$ cat config.mk
export PLATFORM = sky130hd
export DESIGN_NAME = processor_controller_flat
export DESIGN_NICKNAME = d
export VERILOG_FILES = /design/src/rtl/processor_controller_pkg.sv /design/src/rtl/processor_controller_if.sv /design/src/rtl/processor_controller_instruction_register.sv /design/src/rtl/processor_controller.sv /design/src/flat_wrapper.sv
export SDC_FILE = /design/constraint.sdc
export NUM_CORES = 1
export LEC_CHECK = 0
export CAP_MARGIN = 20
export CORE_ASPECT_RATIO = 1.4
export CORE_MARGIN = 1
export CORE_UTILIZATION = 41
export DETAILED_ROUTE_END_ITERATION = 12
export PLACE_DENSITY = 0.9
export SLEW_MARGIN = 40
export SYNTH_ARGS = -nofsm -noshare
export SYNTH_HDL_FRONTEND = slang
export SYNTH_HIERARCHICAL = 1
export SYNTH_SLANG_ARGS = --single-unit
$ cat constraint.sdc
create_clock -name clock -period 2 [get_ports clock]
set_input_delay 0.4 -clock clock [delete_from_list [all_inputs] [get_ports clock]]
set_output_delay 0.4 -clock clock [all_outputs]
set_load 0.1 [all_outputs]
$ cat src/rtl/processor_controller_pkg.sv
// proc_pkg: shared widths, opcodes, state encoding and ALU selects for processor_controller
// Optional feature macro PROC_JMPZ_EN (conditional-jump opcode).
package proc_pkg;

    localparam int INSTR_W   = 16;
    localparam int D_ADDR_W  = 8;
    localparam int RF_ADDR_W = 4;
    localparam int PC_W      = 5;

    localparam logic [3:0] OP_NOOP  = 4'd0;
    localparam logic [3:0] OP_STORE = 4'd1;
    localparam logic [3:0] OP_LOAD  = 4'd2;
    localparam logic [3:0] OP_ADD   = 4'd3;
    localparam logic [3:0] OP_SUB   = 4'd4;
    localparam logic [3:0] OP_HALT  = 4'd5;
    localparam logic [3:0] OP_JMPZ  = 4'd6;

    localparam logic [2:0] ALU_PASS = 3'd0;
    localparam logic [2:0] ALU_ADD  = 3'd1;
    localparam logic [2:0] ALU_SUB  = 3'd2;

    typedef enum logic [3:0] {
        S_INIT   = 4'd0,
        S_FETCH  = 4'd1,
        S_DECODE = 4'd2,
        S_NOOP   = 4'd3,
        S_LOAD_A = 4'd4,
        S_LOAD_B = 4'd5,
        S_STORE  = 4'd6,
        S_ADD    = 4'd7,
        S_SUB    = 4'd8,
        S_HALT   = 4'd9,
        S_JMPZ   = 4'd10
    } state_t;

endpackage

$ cat src/rtl/processor_controller_if.sv
// processor_controller_if: controller <-> PC/ROM/datapath bundle
// master = controller (drives pc/memory/rf/alu controls, receives instr_data),
// slave = environment. PROC_JMPZ_EN adds rf_ra_zero, pc_ld, pc_jaddr.
interface processor_controller_if;
    import proc_pkg::*;
    logic [INSTR_W-1:0]   instr_data;
    logic                 pc_clr;
    logic                 pc_up;
    logic [D_ADDR_W-1:0]  d_addr;
    logic                 d_wr;
    logic                 rf_s;
    logic [RF_ADDR_W-1:0] rf_w_addr;
    logic                 rf_w_wr;
    logic [RF_ADDR_W-1:0] rf_ra_addr;
    logic [RF_ADDR_W-1:0] rf_rb_addr;
    logic                 rf_ra_rd;
    logic                 rf_rb_rd;
    logic [2:0]           alu_s0;
    logic [3:0]           state_out;
`ifdef PROC_JMPZ_EN
    logic                 rf_ra_zero;
    logic                 pc_ld;
    logic [PC_W-1:0]      pc_jaddr;
`endif

    modport master (
        input  instr_data,
`ifdef PROC_JMPZ_EN
        input  rf_ra_zero,
        output pc_ld, pc_jaddr,
`endif
        output pc_clr, pc_up, d_addr, d_wr, rf_s, rf_w_addr, rf_w_wr,
               rf_ra_addr, rf_rb_addr, rf_ra_rd, rf_rb_rd, alu_s0, state_out
    );

    modport slave (
        output instr_data,
`ifdef PROC_JMPZ_EN
        output rf_ra_zero,
        input  pc_ld, pc_jaddr,
`endif
        input  pc_clr, pc_up, d_addr, d_wr, rf_s, rf_w_addr, rf_w_wr,
               rf_ra_addr, rf_rb_addr, rf_ra_rd, rf_rb_rd, alu_s0, state_out
    );
endinterface

$ cat src/rtl/processor_controller_instruction_register.sv
// instruction_register: W-bit register with synchronous clear and load enable
// Ports: clock, clear (sync active-high), load, d in; q out.
module instruction_register #(
    parameter int W = 16
) (
    input  logic         clock,
    input  logic         clear,
    input  logic         load,
    input  logic [W-1:0] d,
    output logic [W-1:0] q
);
    always_ff @(posedge clock)
        q <= clear ? '0 : load ? d : q;
endmodule

$ cat src/rtl/processor_controller.sv
// processor_controller: fetch/decode/execute sequencer driving PC, data memory, RF and ALU
// Ports: clock, clear (sync active-high reset); bus (processor_controller_if.master).
// Optional feature macro PROC_JMPZ_EN enables the JMPZ opcode and its ports.
module processor_controller
    import proc_pkg::*;
(
    input  logic                   clock,
    input  logic                   clear,
    processor_controller_if.master bus
);
    state_t state, next;
    logic [INSTR_W-1:0] ir;
    logic is_load, is_alu, is_store, is_jmpz;

    function automatic state_t decode(input logic [3:0] op);
        case (op)
            OP_STORE: return S_STORE;
            OP_LOAD:  return S_LOAD_A;
            OP_ADD:   return S_ADD;
            OP_SUB:   return S_SUB;
            OP_HALT:  return S_HALT;
`ifdef PROC_JMPZ_EN
            OP_JMPZ:  return S_JMPZ;
`endif
            default:  return S_NOOP;
        endcase
    endfunction

    instruction_register #(.W(INSTR_W)) u_ir (
        .clock (clock),
        .clear (clear),
        .load  (state == S_FETCH),
        .d     (bus.instr_data),
        .q     (ir)
    );

    always_ff @(posedge clock)
        state <= clear ? S_INIT : next;

    always_comb begin
        next = state;
        case (state)
            S_INIT:   next = S_FETCH;
            S_FETCH:  next = S_DECODE;
            S_DECODE: next = decode(ir[15:12]);
            S_LOAD_A: next = S_LOAD_B;
            S_HALT:   next = S_HALT;
            default:  next = S_FETCH;
        endcase
    end

    // Moore decodes of state and IR; every output idles at 0
    always_comb begin
        is_load        = (state == S_LOAD_A) || (state == S_LOAD_B);
        is_alu         = (state == S_ADD) || (state == S_SUB);
        is_store       = state == S_STORE;
        is_jmpz        = state == S_JMPZ;
        bus.pc_clr     = state == S_INIT;
        bus.pc_up      = state == S_FETCH;
        bus.d_addr     = is_load ? ir[11:4] : is_store ? ir[7:0] : '0;
        bus.d_wr       = is_store;
        bus.rf_s       = is_load;
        bus.rf_w_addr  = (is_load || is_alu) ? ir[3:0] : '0;
        bus.rf_w_wr    = (state == S_LOAD_B) || is_alu;
        bus.rf_ra_addr = (is_store || is_alu || is_jmpz) ? ir[11:8] : '0;
        bus.rf_ra_rd   = is_store || is_alu || is_jmpz;
        bus.rf_rb_addr = is_alu ? ir[7:4] : '0;
        bus.rf_rb_rd   = is_alu;
        bus.alu_s0     = (state == S_ADD) ? ALU_ADD : (state == S_SUB) ? ALU_SUB : ALU_PASS;
        bus.state_out  = state;
`ifdef PROC_JMPZ_EN
        bus.pc_jaddr   = is_jmpz ? ir[PC_W-1:0] : '0;
        bus.pc_ld      = is_jmpz && bus.rf_ra_zero;
`endif
    end
endmodule

$ cat src/flat_wrapper.sv
// flat-port wrapper written by rule: the top's interface ports become plain ports
module processor_controller_flat import proc_pkg::*;
  (clock, clear, bus_instr_data, bus_pc_clr, bus_pc_up, bus_d_addr, bus_d_wr, bus_rf_s, bus_rf_w_addr, bus_rf_w_wr, bus_rf_ra_addr, bus_rf_rb_addr, bus_rf_ra_rd, bus_rf_rb_rd, bus_alu_s0, bus_state_out);
  processor_controller_if bus_i ();
  input  logic clock;
  input  logic clear;
  input wire logic [$bits(bus_i.instr_data)-1:0] bus_instr_data;
  output wire logic [$bits(bus_i.pc_clr)-1:0] bus_pc_clr;
  output wire logic [$bits(bus_i.pc_up)-1:0] bus_pc_up;
  output wire logic [$bits(bus_i.d_addr)-1:0] bus_d_addr;
  output wire logic [$bits(bus_i.d_wr)-1:0] bus_d_wr;
  output wire logic [$bits(bus_i.rf_s)-1:0] bus_rf_s;
  output wire logic [$bits(bus_i.rf_w_addr)-1:0] bus_rf_w_addr;
  output wire logic [$bits(bus_i.rf_w_wr)-1:0] bus_rf_w_wr;
  output wire logic [$bits(bus_i.rf_ra_addr)-1:0] bus_rf_ra_addr;
  output wire logic [$bits(bus_i.rf_rb_addr)-1:0] bus_rf_rb_addr;
  output wire logic [$bits(bus_i.rf_ra_rd)-1:0] bus_rf_ra_rd;
  output wire logic [$bits(bus_i.rf_rb_rd)-1:0] bus_rf_rb_rd;
  output wire logic [$bits(bus_i.alu_s0)-1:0] bus_alu_s0;
  output wire logic [$bits(bus_i.state_out)-1:0] bus_state_out;
  assign bus_i.instr_data = bus_instr_data;
  assign bus_pc_clr = bus_i.pc_clr;
  assign bus_pc_up = bus_i.pc_up;
  assign bus_d_addr = bus_i.d_addr;
  assign bus_d_wr = bus_i.d_wr;
  assign bus_rf_s = bus_i.rf_s;
  assign bus_rf_w_addr = bus_i.rf_w_addr;
  assign bus_rf_w_wr = bus_i.rf_w_wr;
  assign bus_rf_ra_addr = bus_i.rf_ra_addr;
  assign bus_rf_rb_addr = bus_i.rf_rb_addr;
  assign bus_rf_ra_rd = bus_i.rf_ra_rd;
  assign bus_rf_rb_rd = bus_i.rf_rb_rd;
  assign bus_alu_s0 = bus_i.alu_s0;
  assign bus_state_out = bus_i.state_out;
  processor_controller u_core (.clock(clock), .clear(clear), .bus(bus_i));
endmodule
* Yosys cells after proc, flatten, opt, wreduce, memory -nomap -nowiden
Index checks and enable logic that the tools add are counted.
** Cells by class
- Multiplexer cells :: 9
- Divide/modulo/power cells :: 0
- Reduce and logical (&&, ||, !) cells :: 7
- Add/sub/neg operators :: 0
- $lt $le $gt $ge :: 0
- Shift operators :: 0
- Bitwise operators :: 0
- $mul :: 0
- Eq/ne operators :: 14
** Operator list (number)
- $eq 4x3->1 const B :: 6
- $pmux 4 s5 :: 1
- $mux 8 :: 2
- $pmux 4 s4 :: 1
- $eq 4x2->1 const B :: 3
- $eq 4x4->1 const B :: 3
- $mux 4 :: 3
- $eq 4x1->1 const B :: 2
- $logic_or 1x1->1 :: 6
- $logic_not 4->1 :: 1
- $mux 3 :: 1
- $mux 2 :: 1
** Word-level totals
- Word-level logic and storage cells :: 32
- Output and inout bits :: 34
- Bits in writable memories :: 0
- ROM bits :: 0
- Memories kept :: 0
- Register bits :: 20
- Input bits :: 18
- Bits in latches :: 0

* Logic depth before layout (Yosys ltp)
Gate-level depths: netlist of the first run.
- Depth after elaboration :: 5
- Depth in mapped cells :: 6
- Depth with buffers taken out :: 5

* By module
The synthesis of the first run kept the hierarchy.
** By module, submodules not included
- processor_controller :: cells an instance 69, area an instance 589.3 um2, sequential area each 80.1 um2, instances 1
- instruction_register :: cells an instance 52, area an instance 580.6 um2, sequential area each 320.3 um2, instances 1

* Worst setup path after synthesis of the first run
OpenSTA, ideal clock, no wires.
- Path kind :: register to output
- Start :: register u_core.state[1], in the netlist u_core/bus.state_out[1]
- End :: output port bus_pc_clr
- Cell stages (with the launch flop) :: 3
- Data required time :: 1.600 ns
- Path slack :: -2.377 ns
- Data arrival time :: 3.977 ns
- Buffers on the path :: 1
- Cells stage by stage :: dfxtp_1 buf_4 nor4_1
** On the way
- Word-level cells in the longest chain between the ends :: 1
** Ends and longest elaborated chain
- start: declaration :: RTL line processor_controller.sv:11 : state_t state, next;
- start signal: assignment :: RTL line processor_controller.sv:38 : state <= clear ? S_INIT : next;
- $logic_not 4->1 :: RTL line processor_controller.sv:58 : bus.pc_clr = state == S_INIT;
- end: declaration :: RTL line flat_wrapper.sv:8 : output wire logic [$bits(bus_i.pc_clr)-1:0] bus_pc_clr;
Every way passes these cells.

* Final worst setup path of the first run
- Start :: register u_core.state[2], in the netlist u_core/bus.state_out[2]
- End :: output port bus_rf_w_addr[2]
** On the way
- Word-level cells in the longest chain between the ends :: 4
- Elaborated cells on any way between the ends :: 8
- Classes of those cells :: 4 x eq/ne; 1 x mux; 3 x reduce/logical
** Ends and longest elaborated chain
- $eq 4x3->1 (tied with other cells) :: RTL line processor_controller.sv:54 : is_load = (state == S_LOAD_A) || (state == S_LOAD_B);
- $logic_or 1x1->1, on equally long branches :: RTL line processor_controller.sv:54, processor_controller.sv:55
- $logic_or 1x1->1 (*) :: RTL line processor_controller.sv:63 : bus.rf_w_addr = (is_load || is_alu) ? ir[3:0] : '0;
- $mux 4 (*) :: RTL line processor_controller.sv:63
- end: declaration :: RTL line flat_wrapper.sv:13 : output wire logic [$bits(bus_i.rf_w_addr)-1:0] bus_rf_w_addr;
Mark *: on every way between the ends. The rest lies on a longest branch, timed or not.

==> results of run 1 <==
## synthesized netlist by cell type
cell type	n	area, µm²
inv_2	2	7.51
a211oi_1	1	7.51
nand2b_4	1	13.8
nor4b_2	1	15.0
nand2_1	2	7.51
nor2b_2	4	35.0
o21ba_2	1	10.0
a22oi_1	1	7.51
buf_4	3	22.5
nor4_2	1	12.5
o21ai_0	1	5.00
conb_1	1	3.75
a21oi_1	1	5.00
buf_12	1	20.0
nor2b_1	3	18.8
buf_6	2	22.5
and3_1	1	6.26
a31o_4	1	17.5
nor3_1	3	15.0
or3b_4	1	11.3
nand3b_1	1	7.51
nor4bb_1	1	10.0
a22o_1	8	70.1
nor2_2	1	6.26
and2_1	8	50.1
buf_1	1	3.75
a21boi_4	1	18.8
a32oi_1	1	8.76
a31oi_1	1	6.26
inv_1	1	3.75
nor3b_4	1	18.8
a21oi_2	1	8.76
dfxtp_1	20	400
o311a_1	2	20.0
and2b_1	1	7.51
nor2_1	19	71.3
xor2_1	2	17.5
nor4_1	1	6.26
mux2i_1	16	160
buf_2	2	10.0
## layout make-up
type                    instances  area (µm²)
multi-input cells              89         838
clock inverters                 1        30.0
repair buffers                 77        1090
well taps                      36        45.0
flip-flops and latches         20         415
inverters                       3        27.5
clock buffers                   3        22.5
fillers                        80         201
## worst register-to-register path: cells and delay by family (launching register included)
kind	cells	cell delay [ns]
flops	1	0.42
buf+inv	3	0.69
simple gates	2	0.48
mux	1	0.33
## worst paths after layout
path / from / end / slack, ns
worst max-delay path: u_core/bus.state_out[2] / bus_rf_w_addr[2] / -0.14
worst min-delay path: u_core/u_ir/q[8] / u_core/u_ir/q[8] / 0.62
worst max register to register: u_core/bus.state_out[0] / u_core/u_ir/q[1] / -0.06
worst min register to register: u_core/u_ir/q[8] / u_core/u_ir/q[8] / 0.62
## state kept, by name (all words and copies together), names as in the netlist
| signal | cells |
|---|---|
| u_core/bus.state_out | 4 |
| u_core/u_ir/q | 16 |
## logic make-up (layout without fill, tap and decap cells)
logic type / Yosys count / after routing
multiplexers: 16 / 16
other: 1 / 1
AO/OA/AOI/OAI: 20 / 20
buffers and inverters: 12 / 84
flip-flops: 20 / 20
XOR/XNOR: 2 / 2
AND/OR/NAND/NOR: 50 / 50
## stage by stage
step	utilization [%]	cells	hold WS, ns
2_1_floorplan	-	121	0.469
3_3_place_gp	81.9	204	0.512
3_5_place_dp	81.9	204	0.552
4_1_cts	88.2	218	0.571
5_1_grt	92.5	229	0.629
6_report	92.5	229	0.617
## power breakdown
| group | internal, mW | switching [mW] | total (mW) |
|---|---|---|---|
| registers | 0.448 | 0.0754 | 0.524 |
| logic | 0.328 | 0.420 | 0.748 |
| clock network | 0.203 | 0.143 | 0.346 |
| total | 0.979 | 0.639 | 1.62 |
## placed cells by master (no fill, tap or decap), drive strengths merged, types with 2 or more instances in the layout
master / Yosys / final
inv: 3 / 2
bufinv: 0 / 2
nand2: 2 / 2
and2: 8 / 8
o311a: 2 / 2
nor3: 3 / 3
a22o: 8 / 8
nor2b: 7 / 7
dfxtp: 20 / 20
mux2i: 16 / 16
clkdlybuf4s50: 0 / 17
clkbuf: 0 / 3
a21oi: 2 / 2
nor4: 2 / 2
xor2: 2 / 2
buf: 9 / 60
nor2: 20 / 20
## per-layer routing
layer,track usage (%),up-vias,wire length [µm]
li1,-,572,-
met1,36.1,629,2000
met2,55.9,77,2850
met3,6.59,22,310
met4,11.8,0,277
met5,0,-,0
## repair_timing
action	4_1_cts	5_1_grt
resized for setup	8	2
setup endpoints to repair	22	24
gates cloned	1	0
buffers inserted	9	11
pin swaps	6	5
==> results.sh, run 1 <==
export IMPL_grt_antenna_before_repair=0
export IMPL_area_growth_pct=111
export IMPL_floorplan_rows=22
export IMPL_number_of_cells_traversed_by_the_worst_hold_path=2
export IMPL_totalWireLength_um=5440
export IMPL_mappedNetlistNets=139
export IMPL_cts_root_to_sink_buffers=2
export IMPL_clk_pin_slew_worst_paths_ns=0.14
export IMPL_hold_violations=0
export IMPL_rsz0062_at_grt="true"
export IMPL_detail_route_antenna_nets=0
export IMPL_min_path_type="register to register"
export IMPL_tritoncts_clock_tree="built"
export IMPL_core_area_mm2=0.00267
export IMPL_critical_path_arrival_ns=1.74
export IMPL_start_kind="register"
export IMPL_worst_case_setup_margin_in_the_final_layout_ns=-0.141
export IMPL_dr_wl_cell_um=23.7
export IMPL_failed_checks="setup timing"
export IMPL_synth_top_family_by_area="simple AND/OR/NAND/NOR gates"
export IMPL_final_max_slew_viol_count=0
export IMPL_vias_per_cell=5.68
export IMPL_yosys_area_share_simple_pct=26.7
export IMPL_timing_critical_path_depth=4
export IMPL_hold_buffers=0
export IMPL_cp_max_fo=5
export IMPL_globalplace_congestion=0.766
export IMPL_dieWidth_um=47.1
export IMPL_powerDensity_mw_per_mm2=655
export IMPL_critical_path_cell_chain="or3b_4 -> a21oi_4 -> and2_4 -> buf_12"
export IMPL_worstPathRequired_ns=1.60
export IMPL_post_route_cell_area_mm2=0.00247
export IMPL_critPathSlowestCell="or3b_4"
export IMPL_peakVddDrop_mv=0.654
export IMPL_cp_end_kind="primary output"
export IMPL_first_global_vias=1291
export IMPL_fmaxAchievable_mhz=467
export IMPL_remaining_drc_errors=0
export IMPL_grtUsageTotal_pct=31.9
export IMPL_ioPinCount=52
export IMPL_htree_levels=1
export IMPL_power_leakage_nw=1.06
export IMPL_ys_seq_area_share_pct=34.2
export IMPL_synth_seq_cells=20
export IMPL_post_synth_cell_area_avg_um2=9.67
export IMPL_crit_type="register to primary output"
export IMPL_fin_skew_ns=0.0238
export IMPL_design_power_total_mw=1.62
export IMPL_placement_cell_area_mm2=0.00219
export IMPL_insertion_delay_ns=0.32
export IMPL_syn_cell_area_mm2=0.00117
export IMPL_grt_start_max_net_pins=16
export IMPL_dr_total_vias=1300
export IMPL_portion_of_the_clock_cycle_consumed_by_the_worst_path_in_the_final_layout_pct=107
export IMPL_floorplan_initialDensity_pct=43.8
export IMPL_buffer_ports_inserted=50
export IMPL_path_buf_inv=1
export IMPL_yosys_area_share_adder_pct=0
export IMPL_cts_buffers=3
export IMPL_ctsRootBufferMaster="clkbuf_4"
export IMPL_timing_final_setup_violations=24
export IMPL_dr_first_iter_drc_count=53
export IMPL_period_needed_ns=2.14
export IMPL_run_status="finished, violations left"
export IMPL_synth_compound_area_share_pct=15.8
export IMPL_synth_cells=121
export IMPL_worst_r2r_path_depth=6
export IMPL_place_hpwl_um=2910
export IMPL_tritonroute_pass_1_iters=4
export IMPL_floorplan_die_area_mm2=0.00307
export IMPL_setup_tns_ns=-1.89
export IMPL_final_nets=212
export IMPL_crit_path_max_incr_delay_ns=0.43
export IMPL_cap_violations=0
export IMPL_synth_xor_xnor_area_share_pct=1.50
export IMPL_grt_pass1_wl_um=6710
export IMPL_worst_path_dominant_cell_family="simple AND/OR/NAND/NOR gates"
export IMPL_ys_warn_count=6
export IMPL_n_antenna_cell=0
export IMPL_place_ws_ns=0.112
export IMPL_muxShareOfSynthArea_pct=13.7
export IMPL_synth_cell_types=40
export IMPL_drive_above_1_share_pct=54.4
export IMPL_dieHeight_um=65.2
export IMPL_tritoncts_num_sinks=20
export IMPL_gr_total_overflow=0
(Power assumes the default switching activity.)
==> run 2, diff against run 1 <==
--- a/config.mk
+++ b/config.mk
@@ -5,7 +5,6 @@
 export SDC_FILE = /design/constraint.sdc
 export NUM_CORES = 1
 export LEC_CHECK = 0
-export CAP_MARGIN = 20
 export CORE_ASPECT_RATIO = 1.4
 export CORE_MARGIN = 1
 export CORE_UTILIZATION = 41
==> results of run 2 <==
The final DEF is identical to that of run 1; final timing and power are the same.
